[config.mk]
export PLATFORM = sky130hd
export DESIGN_NAME = video_write_scheduler
export DESIGN_NICKNAME = d
export VERILOG_FILES = /design/src/rtl/video_sched_pkg.sv /design/src/rtl/video_write_fifo.sv /design/src/rtl/video_write_scheduler.sv
export SDC_FILE = /design/constraint.sdc
export NUM_CORES = 1
export LEC_CHECK = 0
export BUFFER_PORTS_ARGS = -buffer_cell sky130_fd_sc_hd__buf_2
export CELL_PAD_IN_SITES_DETAIL_PLACEMENT = 1
export CELL_PAD_IN_SITES_GLOBAL_PLACEMENT = 1
export CORE_UTILIZATION = 45
export CTS_CLUSTER_SIZE = 20
export DETAILED_ROUTE_END_ITERATION = 10
export PLACE_DENSITY = 0.76
export SETUP_SLACK_MARGIN = 0.15
export SKIP_CTS_REPAIR_TIMING = 1
export SYNTH_ARGS = -nofsm -noshare
export SYNTH_HDL_FRONTEND = slang
export SYNTH_SLANG_ARGS = --single-unit
[constraint.sdc]
create_clock -name clk -period 7.1 [get_ports clk]
set_input_delay 0.355 -clock clk [delete_from_list [all_inputs] [get_ports clk]]
set_output_delay 0.355 -clock clk [all_outputs]
set_load 0.1 [all_outputs]
[src/rtl/video_sched_pkg.sv]
// Shared types and constants for the frame-synchronous video write scheduler.
// The status word layout lives here so the RTL and any software view agree on it.
package video_sched_pkg;

  localparam int DEFAULT_DEPTH  = 16;
  localparam int ENTRY_W        = 68;

  localparam int STAT_LEVEL_LSB = 0;
  localparam int STAT_LEVEL_W   = 8;
  localparam int STAT_EMPTY_BIT = 8;
  localparam int STAT_FC_LSB    = 16;

  typedef enum logic {
    WAIT  = 1'b0,
    DRAIN = 1'b1
  } sched_state_e;

  typedef struct packed {
    logic [3:0]  wstrb;
    logic [31:0] addr;
    logic [31:0] wdata;
  } vmem_entry_t;

  function automatic logic [31:0] pack_status(input logic [15:0] fc,
                                              input logic        empty,
                                              input logic [7:0]  level);
    logic [31:0] s;
    s = '0;
    s[STAT_FC_LSB +: 16]                = fc;
    s[STAT_EMPTY_BIT]                   = empty;
    s[STAT_LEVEL_LSB +: STAT_LEVEL_W]   = level;
    return s;
  endfunction

endpackage

[src/rtl/video_write_fifo.sv]
// Synchronous FIFO with wrap-bit pointers; dout shows the head entry combinationally.
// Push on full and pop on empty are ignored so callers cannot corrupt the pointers.
module video_write_fifo #(
  parameter int DEPTH = 16,
  parameter int WIDTH = 68,
  parameter int LVL_W = $clog2(DEPTH) + 1
) (
  input  logic             clk,
  input  logic             reset,
  input  logic             push_i,
  input  logic             pop_i,
  input  logic [WIDTH-1:0] din_i,
  output logic [WIDTH-1:0] dout_o,
  output logic             full_o,
  output logic             empty_o,
  output logic [LVL_W-1:0] level_o
);

  localparam int AW = $clog2(DEPTH);

  logic [AW:0]      wr_ptr_q;
  logic [AW:0]      rd_ptr_q;
  logic [WIDTH-1:0] mem_q [DEPTH];
  logic             do_push;
  logic             do_pop;

  // Equal indices with differing wrap bits means the writer has lapped the reader.
  assign full_o  = (wr_ptr_q[AW] != rd_ptr_q[AW]) &&
                   (wr_ptr_q[AW-1:0] == rd_ptr_q[AW-1:0]);
  assign empty_o = (wr_ptr_q == rd_ptr_q);
  assign level_o = LVL_W'(wr_ptr_q - rd_ptr_q);
  assign dout_o  = mem_q[rd_ptr_q[AW-1:0]];

  assign do_push = push_i && !full_o;
  assign do_pop  = pop_i && !empty_o;

  always_ff @(posedge clk) begin
    if (reset) begin
      wr_ptr_q <= '0;
      rd_ptr_q <= '0;
    end else begin
      if (do_push) wr_ptr_q <= wr_ptr_q + 1'b1;
      if (do_pop)  rd_ptr_q <= rd_ptr_q + 1'b1;
    end
  end

  always_ff @(posedge clk) begin
    if (do_push) mem_q[wr_ptr_q[AW-1:0]] <= din_i;
  end

endmodule

[src/rtl/video_write_scheduler.sv]
// Queues CPU video writes and releases them to the peripheral only during vertical
// blanking (or when bypassed), so display state never changes mid-frame.
module video_write_scheduler
  import video_sched_pkg::*;
#(
  parameter int DEPTH = DEFAULT_DEPTH,
  parameter int LVL_W = $clog2(DEPTH) + 1
) (
  input  logic        clk,
  input  logic        reset,
  input  logic        iomem_valid,
  output logic        iomem_ready,
  input  logic [3:0]  iomem_wstrb,
  input  logic [31:0] iomem_addr,
  input  logic [31:0] iomem_wdata,
  output logic [31:0] iomem_rdata,
  input  logic        vblank,
  input  logic        bypass,
  output logic        vmem_valid,
  output logic [3:0]  vmem_wstrb,
  output logic [31:0] vmem_addr,
  output logic [31:0] vmem_wdata,
  output logic [15:0] frame_count
);

  sched_state_e state_q, state_d;

  logic             vblank_q;
  logic             vblank_prev_q;
  logic [15:0]      frame_count_q, frame_count_d;
  logic             iomem_ready_q;
  logic [31:0]      iomem_rdata_q, iomem_rdata_d;
  logic             vmem_valid_q;
  vmem_entry_t      vmem_entry_q, vmem_entry_d;

  logic             fifo_full;
  logic             fifo_empty;
  logic [LVL_W-1:0] fifo_level;
  vmem_entry_t      fifo_din;
  vmem_entry_t      fifo_dout;

  logic             drain_en;
  logic             wr_req;
  logic             rd_req;
  logic             push;
  logic             pop;

  assign drain_en = vblank_q || bypass;
  assign wr_req   = iomem_valid && (iomem_wstrb != 4'b0) && !iomem_ready_q;
  assign rd_req   = iomem_valid && (iomem_wstrb == 4'b0) && !iomem_ready_q;
  assign push     = wr_req && !fifo_full;
  assign fifo_din = {iomem_wstrb, iomem_addr, iomem_wdata};

  video_write_fifo #(
    .DEPTH (DEPTH),
    .WIDTH (ENTRY_W),
    .LVL_W (LVL_W)
  ) u_fifo (
    .clk     (clk),
    .reset   (reset),
    .push_i  (push),
    .pop_i   (pop),
    .din_i   (fifo_din),
    .dout_o  (fifo_dout),
    .full_o  (fifo_full),
    .empty_o (fifo_empty),
    .level_o (fifo_level)
  );

  always_ff @(posedge clk) begin
    if (reset) state_q <= WAIT;
    else       state_q <= state_d;
  end

  always_comb begin
    state_d = state_q;
    unique case (state_q)
      WAIT:  if (drain_en && !fifo_empty)  state_d = DRAIN;
      DRAIN: if (fifo_empty || !drain_en)  state_d = WAIT;
      default: state_d = WAIT;
    endcase
  end

  // Pop in the same cycle the FSM commits to DRAIN so blanking start costs only the vblank register.
  always_comb begin
    pop           = (state_d == DRAIN);
    vmem_entry_d  = pop ? fifo_dout : '0;
    iomem_rdata_d = rd_req ? pack_status(frame_count_q, fifo_empty, 8'(fifo_level)) : 32'h0;
    frame_count_d = (vblank_q && !vblank_prev_q) ? frame_count_q + 16'd1 : frame_count_q;
  end

  always_ff @(posedge clk) begin
    if (reset) begin
      vblank_q      <= 1'b0;
      vblank_prev_q <= 1'b0;
      frame_count_q <= '0;
      iomem_ready_q <= 1'b0;
      iomem_rdata_q <= '0;
      vmem_valid_q  <= 1'b0;
      vmem_entry_q  <= '0;
    end else begin
      vblank_q      <= vblank;
      vblank_prev_q <= vblank_q;
      frame_count_q <= frame_count_d;
      iomem_ready_q <= push || rd_req;
      iomem_rdata_q <= iomem_rdata_d;
      vmem_valid_q  <= pop;
      vmem_entry_q  <= vmem_entry_d;
    end
  end

  assign iomem_ready = iomem_ready_q;
  assign iomem_rdata = iomem_rdata_q;
  assign vmem_valid  = vmem_valid_q;
  assign vmem_wstrb  = vmem_entry_q.wstrb;
  assign vmem_addr   = vmem_entry_q.addr;
  assign vmem_wdata  = vmem_entry_q.wdata;
  assign frame_count = frame_count_q;

endmodule

**Word level (Yosys, flattened, before mapping)**

Memory sizes are Yosys's and may differ from the RTL's. A register that Yosys moved wholly into a read port is not among the register bits.
Cells that the tools add are included.

- Register bits after elaboration: 62
- Memory bits (writable): 1088
- Bits of input ports: 73
- Output and inout bits: 118
- Word-level logic and storage cells: 47
- Memories: 1

Memory list:

| memory | words | bits a word | rd ports | clocked after Yosys merged registers in | write ports | RTL line | source |
|---|---|---|---|---|---|---|---|
| u_fifo.mem_q | 16 | 68 | 1 | 1 | 1 | video_write_fifo.sv:23 | `logic [WIDTH-1:0] mem_q [DEPTH];` |

- Add/sub/neg operators: 4
- Equal/unequal tests: 3
- Mux-type cells: 5
- Bitwise gates (word level): 3
- Reduce and logical (&&, ||, !) cells: 22

Operator list:

| kind | number |
|---|---|
| 16-bit by 1-bit adder with 16-bit output, second input constant | 1 |
| 5-bit by 1-bit adder with 5-bit output, second input constant | 2 |
| 1-bit logical AND | 10 |
| 5-bit equality test | 1 |
| 1-bit logical NOT | 5 |
| 5-bit subtractor | 1 |
| 4-bit equality test | 1 |
| 4-bit logical NOT | 1 |
| 1-bit two-way mux | 4 |
| 4-bit nonzero test | 1 |
| 2-bit OR reduction | 2 |
| 1-bit logical OR | 3 |
| 1-bit NOT | 3 |
| 1-bit case mux with 2 select lines | 1 |
| 1-bit inequality test | 1 |

**Longest topological paths before layout**

- Depth after elaboration: 7
- Gate-level depth with buffers: 12
- Depth with buffers taken out: 7

**Cells and area by module**

Synthesis repeated with hierarchy kept, for this count alone.

- Cells, all modules: 2059
- Area total of the unflattened synthesis: 44727.9 um^2

Modules (own cells, without submodules):

| module | instances | cells each | area an instance (um^2) | seq. area each (um^2) |
|---|---|---|---|---|
| video_write_fifo | 1 | 1765 | 41367.2 | 32951.6 |
| video_write_scheduler | 1 | 294 | 3360.7 | 2202.1 |

**Worst setup path after synthesis**

Ideal clock, no wire load.

- Path type: reg-to-reg
- From: reg u_fifo.rd_ptr_q[1]
- To: mem u_fifo.mem_q[0][0] (enable)
- Library setup time: 0.577 ns
- Arrival time: 7.235 ns
- Required time: 6.523 ns
- Setup slack: -0.713 ns
- Stages on the path, launching flop included: 11
- Path buffers: 4
- Period minus slack after synthesis: 7.813 ns
- Path through: dfxtp_1 buf_2 buf_6 buf_2 clkinv_1 clkbuf_1 ha_1 and4_1 a211oi_1 nand2_1 nor3_1

- Longest elaborated chain between the ends: 7

RTL lines:

| element | RTL line | source |
|---|---|---|
| start: declaration | video_write_fifo.sv:22 | `logic [AW:0] rd_ptr_q;` |
| start signal: assignment | video_write_fifo.sv:43 | `if (do_pop) rd_ptr_q <= rd_ptr_q + 1'b1;` |
| 4-bit equality test * | video_write_fifo.sv:29 | `(wr_ptr_q[AW-1:0] == rd_ptr_q[AW-1:0]);` |
| 1-bit logical AND * | video_write_fifo.sv:28 | `assign full_o = (wr_ptr_q[AW] != rd_ptr_q[AW]) &&` |
| 1-bit logical NOT * | video_write_fifo.sv:34, video_write_scheduler.sv:51 |  |
| 1-bit logical AND | video_write_scheduler.sv:51 | `assign push = wr_req && !fifo_full;` |
| 1-bit logical AND * | video_write_fifo.sv:34 | `assign do_push = push_i && !full_o;` |
| 1-bit two-way mux * | video_write_fifo.sv:48 | `if (do_push) mem_q[wr_ptr_q[AW-1:0]] <= din_i;` |
| 1-bit two-way mux (implied by the code) * | video_write_fifo.sv:48 |  |
| end: declaration | video_write_fifo.sv:23 |  |

Every way passes the cells marked *; elsewhere a longest branch is shown, timed or not.

**Worst setup path after layout**

- From: reg u_fifo.rd_ptr_q[2]
- To: mem u_fifo.mem_q[8][38] (enable)

The elaborated chain is that of the path after synthesis.

==> metrics.md <==
| Metric | Value |
|---|---|
| Status | finished, final reports clean |
| FF-to-FF Start | u_fifo.rd_ptr_q[2] |
| Number of synthesized flops with an enable pin | roughly 1100 |
| Die width | 319 um |
| Fraction of synthesized cell area taken by the top area cell type | 72.4% |
| Core Box Area | 98900 sq um |
| Total power after layout | 16.8 mW |
| Unrepaired setup endpoints after global routing | false |
| Slew Limit Headroom | between 10% and 20% |
| Max H-tree Level | 3 |
| Share of post-route cells with drive strength above 1 | 31.6% |
| Worst Hold Launch | iomem_addr[20] |
| Number of maximum-capacitance constraint violations | 0 |
| Critical path capture point type | register |
| Peak ir drop on the vdd network | 222 uV |
| Highest clock rate | 204 MHz |
| Number of buffers inserted during clock tree synthesis | 117 |
| Arrival time reported for the critical path endpoint | 5.23 ns |
| Post-synth top cells | sky130_fd_sc_hd__edfxtp_1, sky130_fd_sc_hd__mux4_2, sky130_fd_sc_hd__nand2_1 |
| Effective utilization at floorplan | 45.6% |
| Met1 wire length | 43.0 mm |
| Via density per instance | between 5 and 6 |
| Top-level port count | roughly 190 |
| Period minus WS final | ~4.9 ns |
| Post-Route Skew | 0.0388 ns |
| Primary FF master, synth | sky130_fd_sc_hd__edfxtp_1 |
| Signed area change from the synthesized netlist to the final layout | 14.6% |
| Met3 WL | 6.45 mm |
| CTS tree | yes |
| Clock insertion delay at the later pin of the skew report | around 0.72 ns |
| Die Y-Extent | 319 um |
| Number of optimization iterations in the first detailed-route pass | 5 |
| Top cell type by total area after synthesis | sky130_fd_sc_hd__edfxtp_1 |
| Uppermost routed layer | met5 |
| Minimum setup slack among reg-to-reg paths | 2.19 ns |
| Summed negative setup slack over all endpoints | 0 ns |
| Min-Delay Path Class | input port to register |
| Required time worst endpoint | 7.43 ns |
| Count of clock tree sinks | 1208 |
| Clock-pin slew of the registers on the worst-case setup and hold paths | 0.06 ns |
| Pin count of the biggest net entering global routing | 162 |
| Post-detailed-placement half-perimeter wirelength | 57.9 mm |
| Final worst path period share | approximately 69% |
| Number of nets with antenna violations after detailed routing | 0 |
| Placement row count | 115 |
| Part of the Yosys area used for sequential elements | 77.8% |
| P_leak | 16.7 nW |
| Worst Tran Pin Value | 1.24 ns |
| Average cell area after synthesis | 21.3 sq um |
| Number of library cell types mapped by synthesis | 53 |
| Final standard cell utilization of the core | between 50% and 60% |
| Number of slew-limit violations in the final report | 0 |
| Total number of yosys warnings | 0 |
| Capture instance of the worst register-to-register path | u_fifo.mem_q[8][38] |
| Final global-route overflow total | 0 |
| Total length of routed met2 wires | 53.2 mm |
| Cells on worst reg2reg path | 7 |
| Via count | 21576 |
| FFs w/ async S/R, synth | 0% |
| Number of cells on the worst hold path | 1 |
| End point of the most critical hold path | u_fifo.mem_q[5][52] |
| Most repeated cell in the gate-level netlist after synthesis | sky130_fd_sc_hd__edfxtp_1 |
| Count of endpoints failing hold in the final timing report | 0 |
| Final wirelength | 105 mm |
| Clk buf depth | 3 |
| First-pass GRT wire length | 156 mm |
| Leading cell types by total area after synthesis | sky130_fd_sc_hd__edfxtp_1, sky130_fd_sc_hd__mux4_2, sky130_fd_sc_hd__dfxtp_1, sky130_fd_sc_hd__nand2_1, sky130_fd_sc_hd__mux2_2 |
| Number of setup violations in the final report | 0 |
| Number of antenna violations at the first check in global routing | 11 |
| Total power density per cell area | 324 nW/um^2 |
| Via count of the first global-routing pass | 23213 |
| Worst setup path class | register to register |
| Total DRC errors in the routed layout | 0 |
| Cell chosen for the clock root | sky130_fd_sc_hd__clkbuf_16 |
| Crit-path max FO | 53 |
| Worst Setup Start Kind | register |
| Port Buffer Count | 180 |
| Routed length per instance | about 28 um |
| Syn Std Cell Area | 45100 sq um |
| Aggregate global-route resource usage | 20.8% |
| Die ar. | 102000 sq um |
| Global placer's final weighted congestion | 0.778 |
| Number of storage elements in the synthesis netlist | between 1000 and 1500 |
| Final Net Count | 2438 |
| Iteration-0 DRC Markers | 1853 |
| Syn Inst Count | 2121 |
[metrics by stage]
stage	cells	setup WS (ns)	area, sq um	hold WS [ns]
4_1_cts	3743	2.13	51700	-0.165
3_3_place_gp	3521	2.35	47500	0.472
3_5_place_dp	3521	2.15	47500	0.487
2_1_floorplan	2130	0.457	45200	0.454
6_report	3748	2.19	51700	0.0202
5_1_grt	3745	1.87	51700	0.00242
[final cells by class]
type,instances,area [sq um]
diodes,4,10.0
clock buffers,150,3130
clock inverters,72,985
fillers,8618,47200
inverters,13,50.0
multi-input cells,791,9570
flip-flops and latches,1208,35100
well taps,1287,1610
repair buffers,223,1240
[sequential cells by signal (all words and copies together) (netlist names)]
signal           cells
u_fifo.wr_ptr_q      5
vblank_prev_q        1
vmem_addr           32
u_fifo.mem_q      1088
vmem_wdata          32
vblank_q             1
iomem_ready          1
vmem_valid           1
iomem_rdata         22
u_fifo.rd_ptr_q      5
frame_count         16
vmem_wstrb           4
[critical path, cell delays in order, from the launching register on]
cell and delay, ns:
sky130_fd_sc_hd__dfxtp_4 0.87, sky130_fd_sc_hd__inv_1 0.17, sky130_fd_sc_hd__ha_1 0.40, sky130_fd_sc_hd__and4_1 0.28
sky130_fd_sc_hd__a211oi_1 0.74, sky130_fd_sc_hd__nand2_1 0.46, sky130_fd_sc_hd__nor2_4 0.77, sky130_fd_sc_hd__buf_4 0.77
[worst max-delay path by stage]
stage / from / endpoint / slack (ns) / depth (start not counted)
floorplan: u_fifo.rd_ptr_q[1] / u_fifo.mem_q[15][0] / 0.46 / 8
global placement: u_fifo.rd_ptr_q[2] / u_fifo.mem_q[8][36] / 2.35 / 7
detailed placement: u_fifo.rd_ptr_q[2] / u_fifo.mem_q[8][28] / 2.15 / 7
CTS: u_fifo.rd_ptr_q[2] / u_fifo.mem_q[8][35] / 2.13 / 7
global route: u_fifo.rd_ptr_q[2] / u_fifo.mem_q[8][35] / 1.87 / 7
finish: u_fifo.rd_ptr_q[2] / u_fifo.mem_q[8][38] / 2.19 / 7
[power breakdown]
group / switching [mW] / total, mW / internal [mW]
sequential: 0.107 / 7.99 / 7.88
clock: 2.72 / 6.55 / 3.84
combinational: 1.39 / 2.21 / 0.825
total: 4.22 / 16.8 / 12.5
[metal layers]
metal	track usage, %	up-vias
met4	5.17	2
met5	0	-
met3	3.60	151
met1	27.9	11578
met2	35.4	782
li1	-	9063
[cell usage in the layout, fill, tap and decap left out, drive strengths merged, types with 2 or more instances in the layout]
cell type	synthesis	final
nand2b	3	3
nor2b	7	7
or4	3	3
conb	1	10
and2	11	11
nand4	4	4
a2111oi	2	2
xnor2	12	12
nor3b	2	2
clkinv	1	39
nor2	40	40
ha	10	10
buf	79	222
inv	12	18
clkbuf	38	150
mux4	272	272
bufinv	0	19
or3	5	5
o21ai	7	7
xor2	5	5
a21oi	7	7
nor3	14	14
a22o	68	68
mux2	69	69
nor4	4	4
mux2i	3	3
dfxtp	120	120
edfxtp	1088	1088
nand3b	2	2
nand3	5	5
clkinvlp	0	9
diode	0	4
nand2	212	212
o31ai	2	2
[cell families (layout without fill, tap and decap cells)]
group,after synthesis,after routing,share of synthesized area (%)
fa+ha+maj,11,11,0.322
mux,344,344,15.4
buf+inv,131,458,1.41
flops,1208,1208,77.8
simple gates,316,316,3.04
other cells,1,14,0.00831
xor+xnor,17,17,0.372
compound gates,93,93,1.72
(Power assumes the default switching activity.)
